[src/rtl/mem_arbiter_if.sv]
// Bundle between the mem_arbiter, its two requesters (IF, DM) and the
// single-ported data memory; slave = arbiter side, master = environment.
interface mem_arbiter_if;
  logic        if_req;
  logic [31:0] if_addr;
  logic        if_done;
  logic [31:0] if_rdata;
  logic        dm_req;
  logic [31:0] dm_addr;
  logic        dm_we;
  logic [31:0] dm_wdata;
  logic        dm_done;
  logic [31:0] dm_rdata;
  logic        mem_valid;
  logic [31:0] mem_addr;
  logic        mem_write_enabled;
  logic [31:0] mem_w_data;
  logic [31:0] mem_r_data;
  logic [1:0]  mem_status;
  logic        grant_dm;

  modport slave (
    input  if_req, if_addr,
    input  dm_req, dm_addr, dm_we, dm_wdata,
    input  mem_r_data, mem_status,
    output if_done, if_rdata,
    output dm_done, dm_rdata,
    output mem_valid, mem_addr,
    output mem_write_enabled, mem_w_data,
    output grant_dm
  );

  modport master (
    output if_req, if_addr,
    output dm_req, dm_addr, dm_we, dm_wdata,
    output mem_r_data, mem_status,
    input  if_done, if_rdata,
    input  dm_done, dm_rdata,
    input  mem_valid, mem_addr,
    input  mem_write_enabled, mem_w_data,
    input  grant_dm
  );
endinterface

[src/rtl/mem_arbiter.sv]
// Two-port (IF/DM) arbiter and sequencer for the single-ported data memory.
// Define MEM_ARB_ROUND_ROBIN_EN for round-robin instead of fixed priority.
module mem_arbiter #(
  parameter bit DM_FIXED_PRIORITY = 1'b1
) (
  input  logic          clk,
  input  logic          reset,
  mem_arbiter_if.slave  bus
);

  typedef enum logic [1:0] {
    IDLE  = 2'd0,
    ISSUE = 2'd1,
    WAIT  = 2'd2,
    RESP  = 2'd3
  } state_t;

  localparam logic [1:0] ST_READY = 2'b00;
  localparam logic [1:0] ST_DONE  = 2'b10;

  state_t      state_q, state_d;
  logic        win_dm_q, win_dm_d;
  logic        we_q, we_d;
  logic [31:0] addr_q, addr_d;
  logic [31:0] wdata_q, wdata_d;
  logic [31:0] if_rdata_q, if_rdata_d;
  logic [31:0] dm_rdata_q, dm_rdata_d;
  logic        pick_dm;
  logic        any_req;
  logic        busy;

  assign any_req = bus.if_req | bus.dm_req;

`ifdef MEM_ARB_ROUND_ROBIN_EN
  logic last_dm_q, last_dm_d;

  // On contention the port that did not win last time goes first
  always_comb begin
    pick_dm = bus.dm_req;
    if (bus.dm_req && bus.if_req) pick_dm = ~last_dm_q;
  end

  always_comb begin
    last_dm_d = last_dm_q;
    if (state_q == IDLE && any_req) last_dm_d = pick_dm;
  end

  always_ff @(posedge clk) begin
    if (reset) last_dm_q <= 1'b0;
    else       last_dm_q <= last_dm_d;
  end
`else
  always_comb begin
    pick_dm = bus.dm_req;
    if (bus.dm_req && bus.if_req) pick_dm = DM_FIXED_PRIORITY;
  end
`endif

  always_comb begin
    state_d    = state_q;
    win_dm_d   = win_dm_q;
    we_d       = we_q;
    addr_d     = addr_q;
    wdata_d    = wdata_q;
    if_rdata_d = if_rdata_q;
    dm_rdata_d = dm_rdata_q;
    unique case (state_q)
      IDLE: begin
        if (any_req) begin
          win_dm_d = pick_dm;
          addr_d   = pick_dm ? bus.dm_addr : bus.if_addr;
          we_d     = pick_dm & bus.dm_we;
          wdata_d  = pick_dm ? bus.dm_wdata : '0;
          state_d  = ISSUE;
        end
      end
      ISSUE: begin
        // A leftover done status keeps the strobe up until memory is ready
        if (bus.mem_status == ST_READY) state_d = WAIT;
      end
      WAIT: begin
        if (bus.mem_status == ST_DONE) begin
          if (!we_q) begin
            if (win_dm_q) dm_rdata_d = bus.mem_r_data;
            else          if_rdata_d = bus.mem_r_data;
          end
          state_d = RESP;
        end
      end
      RESP: state_d = IDLE;
      default: state_d = IDLE;
    endcase
  end

  always_ff @(posedge clk) begin
    if (reset) begin
      state_q    <= IDLE;
      win_dm_q   <= 1'b0;
      we_q       <= 1'b0;
      addr_q     <= '0;
      wdata_q    <= '0;
      if_rdata_q <= '0;
      dm_rdata_q <= '0;
    end else begin
      state_q    <= state_d;
      win_dm_q   <= win_dm_d;
      we_q       <= we_d;
      addr_q     <= addr_d;
      wdata_q    <= wdata_d;
      if_rdata_q <= if_rdata_d;
      dm_rdata_q <= dm_rdata_d;
    end
  end

  assign busy = (state_q != IDLE);

  assign bus.mem_valid         = (state_q == ISSUE);
  assign bus.mem_addr          = busy ? addr_q : '0;
  assign bus.mem_write_enabled = busy & we_q;
  assign bus.mem_w_data        = busy ? wdata_q : '0;
  assign bus.if_done           = (state_q == RESP) & ~win_dm_q;
  assign bus.dm_done           = (state_q == RESP) & win_dm_q;
  assign bus.if_rdata          = if_rdata_q;
  assign bus.dm_rdata          = dm_rdata_q;
  assign bus.grant_dm          = win_dm_q;

endmodule
[src/flat_wrapper.sv]
// flat-port wrapper written by rule: the top's interface ports become plain ports
module mem_arbiter_flat 
#(
  parameter bit DM_FIXED_PRIORITY = 1'b1
)
  (clk, reset, bus_if_req, bus_if_addr, bus_dm_req, bus_dm_addr, bus_dm_we, bus_dm_wdata, bus_mem_r_data, bus_mem_status, bus_if_done, bus_if_rdata, bus_dm_done, bus_dm_rdata, bus_mem_valid, bus_mem_addr, bus_mem_write_enabled, bus_mem_w_data, bus_grant_dm);
  mem_arbiter_if bus_i ();
  input  logic clk;
  input  logic reset;
  input wire logic [$bits(bus_i.if_req)-1:0] bus_if_req;
  input wire logic [$bits(bus_i.if_addr)-1:0] bus_if_addr;
  input wire logic [$bits(bus_i.dm_req)-1:0] bus_dm_req;
  input wire logic [$bits(bus_i.dm_addr)-1:0] bus_dm_addr;
  input wire logic [$bits(bus_i.dm_we)-1:0] bus_dm_we;
  input wire logic [$bits(bus_i.dm_wdata)-1:0] bus_dm_wdata;
  input wire logic [$bits(bus_i.mem_r_data)-1:0] bus_mem_r_data;
  input wire logic [$bits(bus_i.mem_status)-1:0] bus_mem_status;
  output wire logic [$bits(bus_i.if_done)-1:0] bus_if_done;
  output wire logic [$bits(bus_i.if_rdata)-1:0] bus_if_rdata;
  output wire logic [$bits(bus_i.dm_done)-1:0] bus_dm_done;
  output wire logic [$bits(bus_i.dm_rdata)-1:0] bus_dm_rdata;
  output wire logic [$bits(bus_i.mem_valid)-1:0] bus_mem_valid;
  output wire logic [$bits(bus_i.mem_addr)-1:0] bus_mem_addr;
  output wire logic [$bits(bus_i.mem_write_enabled)-1:0] bus_mem_write_enabled;
  output wire logic [$bits(bus_i.mem_w_data)-1:0] bus_mem_w_data;
  output wire logic [$bits(bus_i.grant_dm)-1:0] bus_grant_dm;
  assign bus_i.if_req = bus_if_req;
  assign bus_i.if_addr = bus_if_addr;
  assign bus_i.dm_req = bus_dm_req;
  assign bus_i.dm_addr = bus_dm_addr;
  assign bus_i.dm_we = bus_dm_we;
  assign bus_i.dm_wdata = bus_dm_wdata;
  assign bus_i.mem_r_data = bus_mem_r_data;
  assign bus_i.mem_status = bus_mem_status;
  assign bus_if_done = bus_i.if_done;
  assign bus_if_rdata = bus_i.if_rdata;
  assign bus_dm_done = bus_i.dm_done;
  assign bus_dm_rdata = bus_i.dm_rdata;
  assign bus_mem_valid = bus_i.mem_valid;
  assign bus_mem_addr = bus_i.mem_addr;
  assign bus_mem_write_enabled = bus_i.mem_write_enabled;
  assign bus_mem_w_data = bus_i.mem_w_data;
  assign bus_grant_dm = bus_i.grant_dm;
  mem_arbiter #(.DM_FIXED_PRIORITY(DM_FIXED_PRIORITY)) u_core (.clk(clk), .reset(reset), .bus(bus_i));
endmodule
[config.mk]
export PLATFORM = sky130hd
export DESIGN_NAME = mem_arbiter_flat
export DESIGN_NICKNAME = d
export VERILOG_FILES = /design/src/rtl/mem_arbiter_if.sv /design/src/rtl/mem_arbiter.sv /design/src/flat_wrapper.sv
export SDC_FILE = /design/constraint.sdc
export NUM_CORES = 1
export LEC_CHECK = 0
export BUFFER_PORTS_ARGS = -buffer_cell sky130_fd_sc_hd__buf_2
export CAP_MARGIN = 20
export CORE_UTILIZATION = 40
export CTS_CLUSTER_SIZE = 24
export DETAILED_ROUTE_END_ITERATION = 12
export GPL_ROUTABILITY_DRIVEN = 0
export PLACE_DENSITY_LB_ADDON = 0.2
export SYNTH_ARGS = -nofsm -noshare
export SYNTH_HDL_FRONTEND = slang
export SYNTH_SLANG_ARGS = --single-unit
[constraint.sdc]
create_clock -name clk -period 2 [get_ports clk]
set_clock_uncertainty 0.1 [all_clocks]
set_input_delay 0.4 -clock clk [delete_from_list [all_inputs] [get_ports clk]]
set_output_delay 0.4 -clock clk [all_outputs]
set_load 0.01 [all_outputs]
Yosys cells after proc, flatten, opt, wreduce, memory -nomap -nowiden
Cells that the tools add are included.

storage, ports and cells
  input bits = 135
  output and inout port bits = 133
  register bits after elaboration = 132
  logic and storage cells = 38

cells by class
  multiplexer cells = 9
  reductions and logical operators = 8
  equality and inequality tests = 7
  bitwise gates (word level) = 7

operators with widths
  operator              number
  $mux W32              4
  $pmux W2 S4           1
  $reduce_and A4 Y1     2
  $eq A2 B2 Y1 const B  3
  $mux W2               3
  $ne A2 B1 Y1 const B  3
  $and A1 B1 Y1         4
  $logic_not A2 Y1      2
  $reduce_and A3 Y1     1
  $eq A2 B1 Y1 const B  1
  $not A1 Y1            2
  $reduce_and A2 Y1     1
  $reduce_bool A2 Y1    1
  $logic_and A1 B1 Y1   1
  $mux W1               1
  $or A1 B1 Y1          1

Logic depth before layout (Yosys ltp)
  depth after elaboration = 3
  gate-level depth with buffers = 7
  mapped depth without buffers = 5

Worst setup path after synthesis
Ideal clock, no wire load.

  path kind = reg-to-output
  start = register u_core.state_q[0]
  end = output port bus_mem_addr[10]
  setup slack = 0.294 ns
  required time = 1.500 ns
  buffers on the path = 2
  data arrival time = 1.206 ns
  stages on the path, launching flop included = 6
  cell sequence = dfxtp_1 -> inv_1 -> ha_1 -> buf_2 -> buf_1 -> nor2b_1

between the ends
  cells in the longest elaborated chain, start to end = 2

ends and longest elaborated chain
  item                      line                RTL
  start: declaration        mem_arbiter.sv:21   state_t state_q, state_d;
  start signal: assignment  mem_arbiter.sv:105  state_q <= state_d;
  $reduce_bool A2 Y1        mem_arbiter.sv:115  assign busy = (state_q != IDLE);
  $mux W32                  mem_arbiter.sv:118  assign bus.mem_addr = busy ? addr_q : '0;
  end: declaration          flat_wrapper.sv:23  output wire logic [$bits(bus_i.mem_addr)-1:0] bus_mem_addr;

No other way between the ends.

Worst setup path in the final report
  start = register u_core.state_q[1]
  end = output port bus_mem_w_data[10]

between the ends
  cells in the longest elaborated chain, start to end = 2

ends and longest elaborated chain
  item                line                RTL
  $reduce_bool A2 Y1  mem_arbiter.sv:115
  $mux W32            mem_arbiter.sv:120  assign bus.mem_w_data = busy ? wdata_q : '0;
  end: declaration    flat_wrapper.sv:25  output wire logic [$bits(bus_i.mem_w_data)-1:0] bus_mem_w_data;

No other way between the ends.

==> metrics.txt <==
# TYPE chip_impl_metric gauge
chip_impl_metric{name="post_synth.cell_area_avg",unit="sq um"} 8.78
chip_impl_metric{name="design.core.area",unit="sq um"} 14500
chip_impl_metric{name="synth-warning-count",unit=""} 0
chip_impl_metric{name="detail_route.vias_per_cell",unit=""} 5.07
chip_impl_metric{name="fillerInstances",unit=""} 1394
chip_impl_info{name="worst_r2r_startpoint",value="u_core.state_q[0]"} 1
chip_impl_info{name="r2r-end",value="u_core.addr_q[16]"} 1
chip_impl_metric{name="holdWs",unit="ns"} 0.141
chip_impl_metric{name="detailroute.via_count",unit=""} 5668
chip_impl_metric{name="postPlaceCellArea",unit="sq um"} 7380
chip_impl_metric{name="multiInputGateArea",unit="sq um"} 2930
chip_impl_metric{name="p_int",unit="mW"} 6.57
chip_impl_metric{name="r2r.worst_path.cells",unit=""} 7
chip_impl_metric{name="number_of_placed_instances_with_taps_included",unit=""} 1081
chip_impl_metric{name="postRouteAntennaNets",unit=""} 0
chip_impl_metric{name="ctsLongestPathBuffers",unit=""} 2
chip_impl_info{name="critical-path-slowest-cell",value="sky130_fd_sc_hd__dfxtp_2"} 1
chip_impl_info{name="leading_cell_type_in_the_layout_fill_and_taps_excluded",value="sky130_fd_sc_hd__buf_2"} 1
chip_impl_info{name="cts.root.buffer_cell",value="sky130_fd_sc_hd__clkbuf_16"} 1
chip_impl_metric{name="via_count_of_the_first_global_routing_pass",unit=""} 5316
chip_impl_metric{name="rows",unit=""} 44
chip_impl_metric{name="power_frac_comb",unit=""} 0.316
chip_impl_info{name="worst_path_dominant_cell_family",value="buffers and inverters"} 1
chip_impl_metric{name="design.die.area",unit="sq um"} 15400
chip_impl_info{name="holdCritPathClass",value="in -> reg"} 1
chip_impl_metric{name="total_count_of_max_transition_violations_in_the_final_report",unit=""} 0
chip_impl_metric{name="netSwitchingFraction",unit=""} 0.326
chip_impl_info{name="min_delay_worst_endpoint",value="u_core.wdata_q[9]"} 1
chip_impl_info{name="grt_setup_unrepaired",value="yes"} 1
chip_impl_metric{name="antenna_violations_before_repair",unit=""} 1
chip_impl_metric{name="drtIter0Drc",unit=""} 390
chip_impl_info{name="path_class",value="reg -> out"} 1
chip_impl_metric{name="timing.slew.headroom",unit=""} 0.751
chip_impl_metric{name="final_cell_area",unit="sq um"} 8150
chip_impl_metric{name="whs_path_depth",unit=""} 3
chip_impl_metric{name="yosysSeqAreaShare",unit=""} 0.442
chip_impl_metric{name="max_cap_viol_count",unit=""} 0
chip_impl_metric{name="post-dp-hpwl",unit="microns"} 11100
chip_impl_metric{name="hold_buffers",unit=""} 0
chip_impl_metric{name="routed_wirelength",unit="microns"} 16400
chip_impl_metric{name="tritoncts.num_buffers",unit=""} 17
chip_impl_metric{name="vdd_ir_drop_max",unit="uV"} 693
chip_impl_metric{name="gr-usage-all-layers",unit=""} 0.213
chip_impl_metric{name="chipWidth",unit="microns"} 124
chip_impl_metric{name="first_pass_iters",unit=""} 4
chip_impl_metric{name="final_hold_viol_count",unit=""} 0
chip_impl_metric{name="cp_max_fanout",unit=""} 32
chip_impl_metric{name="path_clk_slew",unit="ns"} 0.06
chip_impl_metric{name="drive_above_1_share",unit=""} 0.418
chip_impl_info{name="status",value="finished, final reports clean"} 1
chip_impl_metric{name="post_drt_wl_per_cell",unit="microns"} 14.7
chip_impl_metric{name="power.share.sequential",unit=""} 0.337
chip_impl_info{name="top_library_cells_by_usage_in_the_layout_fill_and_taps_aside",value="265 x sky130_fd_sc_hd__buf_2, 129 x sky130_fd_sc_hd__dfxtp_1, 98 x sky130_fd_sc_hd__a21oi_1"} 1
chip_impl_metric{name="fin_ws",unit="ns"} 0.0211
chip_impl_metric{name="grt_max_degree",unit=""} 65
chip_impl_metric{name="buffer_ports.inserted",unit=""} 267
chip_impl_metric{name="cp_num_buf_inv",unit=""} 3
chip_impl_metric{name="r2r_slack",unit="ns"} 0.21
chip_impl_info{name="cp-end-kind",value="output pin"} 1
chip_impl_metric{name="pre_cts_slack",unit="ns"} 0.213
chip_impl_metric{name="io-pin-count",unit=""} 268
chip_impl_metric{name="start_util",unit=""} 0.412
chip_impl_metric{name="cts_htree_levels",unit=""} 4
chip_impl_metric{name="postSynthCellCount",unit=""} 681
chip_impl_metric{name="synthesis.nets",unit=""} 820
chip_impl_metric{name="cts.sinks",unit=""} 132
chip_impl_info{name="worst_hold_startpoint",value="bus_dm_wdata[9]"} 1
chip_impl_metric{name="max_slew.worst_pin.slew",unit="ns"} 0.373
chip_impl_metric{name="clkPwrFrac",unit=""} 0.346
chip_impl_metric{name="power_density",unit="nW/um^2"} 1200
chip_impl_metric{name="grt_first_pass_wirelength",unit="microns"} 26600
chip_impl_metric{name="grt.overflow.total",unit=""} 0
chip_impl_metric{name="finalNetCount",unit=""} 1060
chip_impl_metric{name="synth_register_bits",unit=""} 132
chip_impl_metric{name="instances_no_fill",unit=""} 1119
chip_impl_info{name="critical_path.startpoint_type",value="register"} 1
chip_impl_metric{name="timing.final.crit_share",unit=""} 0.989
chip_impl_metric{name="flow.area_growth_from_synthesis",unit="%"} 36.3
chip_impl_metric{name="min_period",unit="ns"} 1.98
chip_impl_metric{name="switching_power",unit="mW"} 3.19
chip_impl_metric{name="total_power",unit="mW"} 9.76
chip_impl_metric{name="clkLatencyLatePin",unit="ns"} 0.41
chip_impl_metric{name="register_area",unit="sq um"} 2650
chip_impl_metric{name="synth.cell_area",unit="sq um"} 5980
chip_impl_metric{name="achievable-frequency",unit="GHz"} 0.505
chip_impl_metric{name="detail_route.drc_violations",unit=""} 0
chip_impl_info{name="tritoncts",value="done"} 1
chip_impl_metric{name="die_height",unit="microns"} 124
chip_impl_metric{name="cp_max_stage_delay",unit="ns"} 0.33
chip_impl_metric{name="cp.required",unit="ns"} 1.50
chip_impl_metric{name="synthDistinctLibCells",unit=""} 28
chip_impl_metric{name="worst-endpoint-arrival",unit="ns"} 1.48
chip_impl_info{name="crit_path_cell_trace",value="inv_2 -> ha_4 -> buf_16 -> nor2b_2 -> buf_2"} 1
chip_impl_metric{name="setup_viol",unit=""} 0
chip_impl_metric{name="static-leakage-power",unit="nW"} 3.61
cells by family after synthesis:
kind of cell               after synthesis  synth area share
muxes                                   33            0.0552
DFF                                    132             0.442
and+or+nand+nor                        237             0.204
adders and majority gates                4           0.00837
AOI/OAI and AO/OA                      200             0.212
buffers and inverters                   75            0.0793
power by group through the flow:
stage / clock [mW] / combinational, mW / sequential [mW]
floorplan: 0 / 2.06 / 3.28
global placement: 0 / 2.85 / 3.35
detailed placement: 0 / 2.86 / 3.35
CTS: 3.44 / 3.07 / 3.30
global route: 3.57 / 3.38 / 3.34
finish: 3.38 / 3.09 / 3.29
flip-flops by register name, indices dropped and copies added, names as in the netlist:
register	cells
u_core.we_q	1
u_core.addr_q	32
u_core.state_q	2
u_core.bus.grant_dm	1
u_core.wdata_q	32
u_core.bus.dm_rdata	32
u_core.bus.if_rdata	32
worst reg2reg max path: stages, from the launching register on:
cell and delay [ns]:
sky130_fd_sc_hd__dfxtp_2 0.32, sky130_fd_sc_hd__inv_2 0.07, sky130_fd_sc_hd__ha_4 0.24, sky130_fd_sc_hd__buf_4 0.21, sky130_fd_sc_hd__o21a_2 0.17, sky130_fd_sc_hd__buf_12 0.30, sky130_fd_sc_hd__nor2_1 0.12, sky130_fd_sc_hd__a211oi_2 0.19
synth_stat cells:
library cell / number / share of area
sky130_fd_sc_hd__dfxtp_1: 132 / 0.44
sky130_fd_sc_hd__a21oi_1: 98 / 0.082
sky130_fd_sc_hd__nand3_1: 97 / 0.081
sky130_fd_sc_hd__nor2b_1: 66 / 0.069
sky130_fd_sc_hd__o21ai_1: 64 / 0.054
sky130_fd_sc_hd__nand2_1: 37 / 0.023
sky130_fd_sc_hd__mux2i_1: 33 / 0.055
sky130_fd_sc_hd__a211oi_2: 32 / 0.067
sky130_fd_sc_hd__buf_2: 25 / 0.021
sky130_fd_sc_hd__nor2_1: 25 / 0.016
sky130_fd_sc_hd__clkbuf_1: 16 / 0.010
sky130_fd_sc_hd__buf_6: 9 / 0.017
sky130_fd_sc_hd__buf_1: 8 / 0.0050
sky130_fd_sc_hd__nor2_2: 8 / 0.0084
sky130_fd_sc_hd__buf_8: 6 / 0.015
sky130_fd_sc_hd__buf_4: 5 / 0.0063
sky130_fd_sc_hd__ha_1: 4 / 0.0084
sky130_fd_sc_hd__inv_1: 3 / 0.0019
sky130_fd_sc_hd__o21a_1: 3 / 0.0038
sky130_fd_sc_hd__clkbuf_4: 2 / 0.0025
sky130_fd_sc_hd__a221oi_2: 1 / 0.0025
sky130_fd_sc_hd__and2_1: 1 / 0.0010
sky130_fd_sc_hd__and4bb_1: 1 / 0.0021
sky130_fd_sc_hd__inv_2: 1 / 0.00063
sky130_fd_sc_hd__nand2b_1: 1 / 0.0010
sky130_fd_sc_hd__nand4bb_1: 1 / 0.0019
sky130_fd_sc_hd__o21ai_2: 1 / 0.0015
sky130_fd_sc_hd__o31a_1: 1 / 0.0015
per-stage QoR:
step	setup TNS (ns)	util
floorplan	0	-
finish	0	0.561
detailed placement	0	0.508
CTS	-0.000443	0.559
global placement	0	0.508
global route	-1.12	0.561
layout make-up:
| cell class | count | share of cell area |
|---|---|---|
| diodes | 1 | 0.000307 |
| clock buffers | 21 | 0.0589 |
| flip-flops and latches | 132 | 0.325 |
| repair buffers | 292 | 0.205 |
| inverters | 4 | 0.00184 |
| clock inverters | 11 | 0.0210 |
| multi-input cells | 474 | 0.360 |
| well taps | 184 | 0.0282 |
what timing repair did:
action | 4_1_cts | 5_1_grt
setup endpoints to repair | 56 | 55
pin swaps | 1 | 1
cloned | 1 | 0
gates resized for setup | 11 | 11
buffers inserted | 4 | 0
layer usage:
| metal | share of wire | wire (microns) | track usage |
|---|---|---|---|
| met1 | 0.45 | 7350 | 0.267 |
| met2 | 0.47 | 7780 | 0.340 |
| met3 | 0.061 | 998 | 0.0593 |
| met4 | 0.019 | 306 | 0.0914 |
| met5 | 0 | 0 | 0 |
worst max-delay path by stage:
stage / cells past startpoint / endpoint / slack, ns / from
global route: 5 / bus_mem_w_data[10] / -0.05 / u_core.state_q[1]
global placement: 5 / bus_mem_w_data[30] / 0.27 / u_core.state_q[0]
floorplan: 5 / bus_mem_addr[10] / 0.29 / u_core.state_q[0]
finish: 5 / bus_mem_w_data[10] / 0.02 / u_core.state_q[1]
detailed placement: 5 / bus_mem_w_data[16] / 0.21 / u_core.state_q[0]
CTS: 5 / bus_mem_w_data[10] / -0.0004 / u_core.state_q[1]
(Power assumes the default switching activity.)
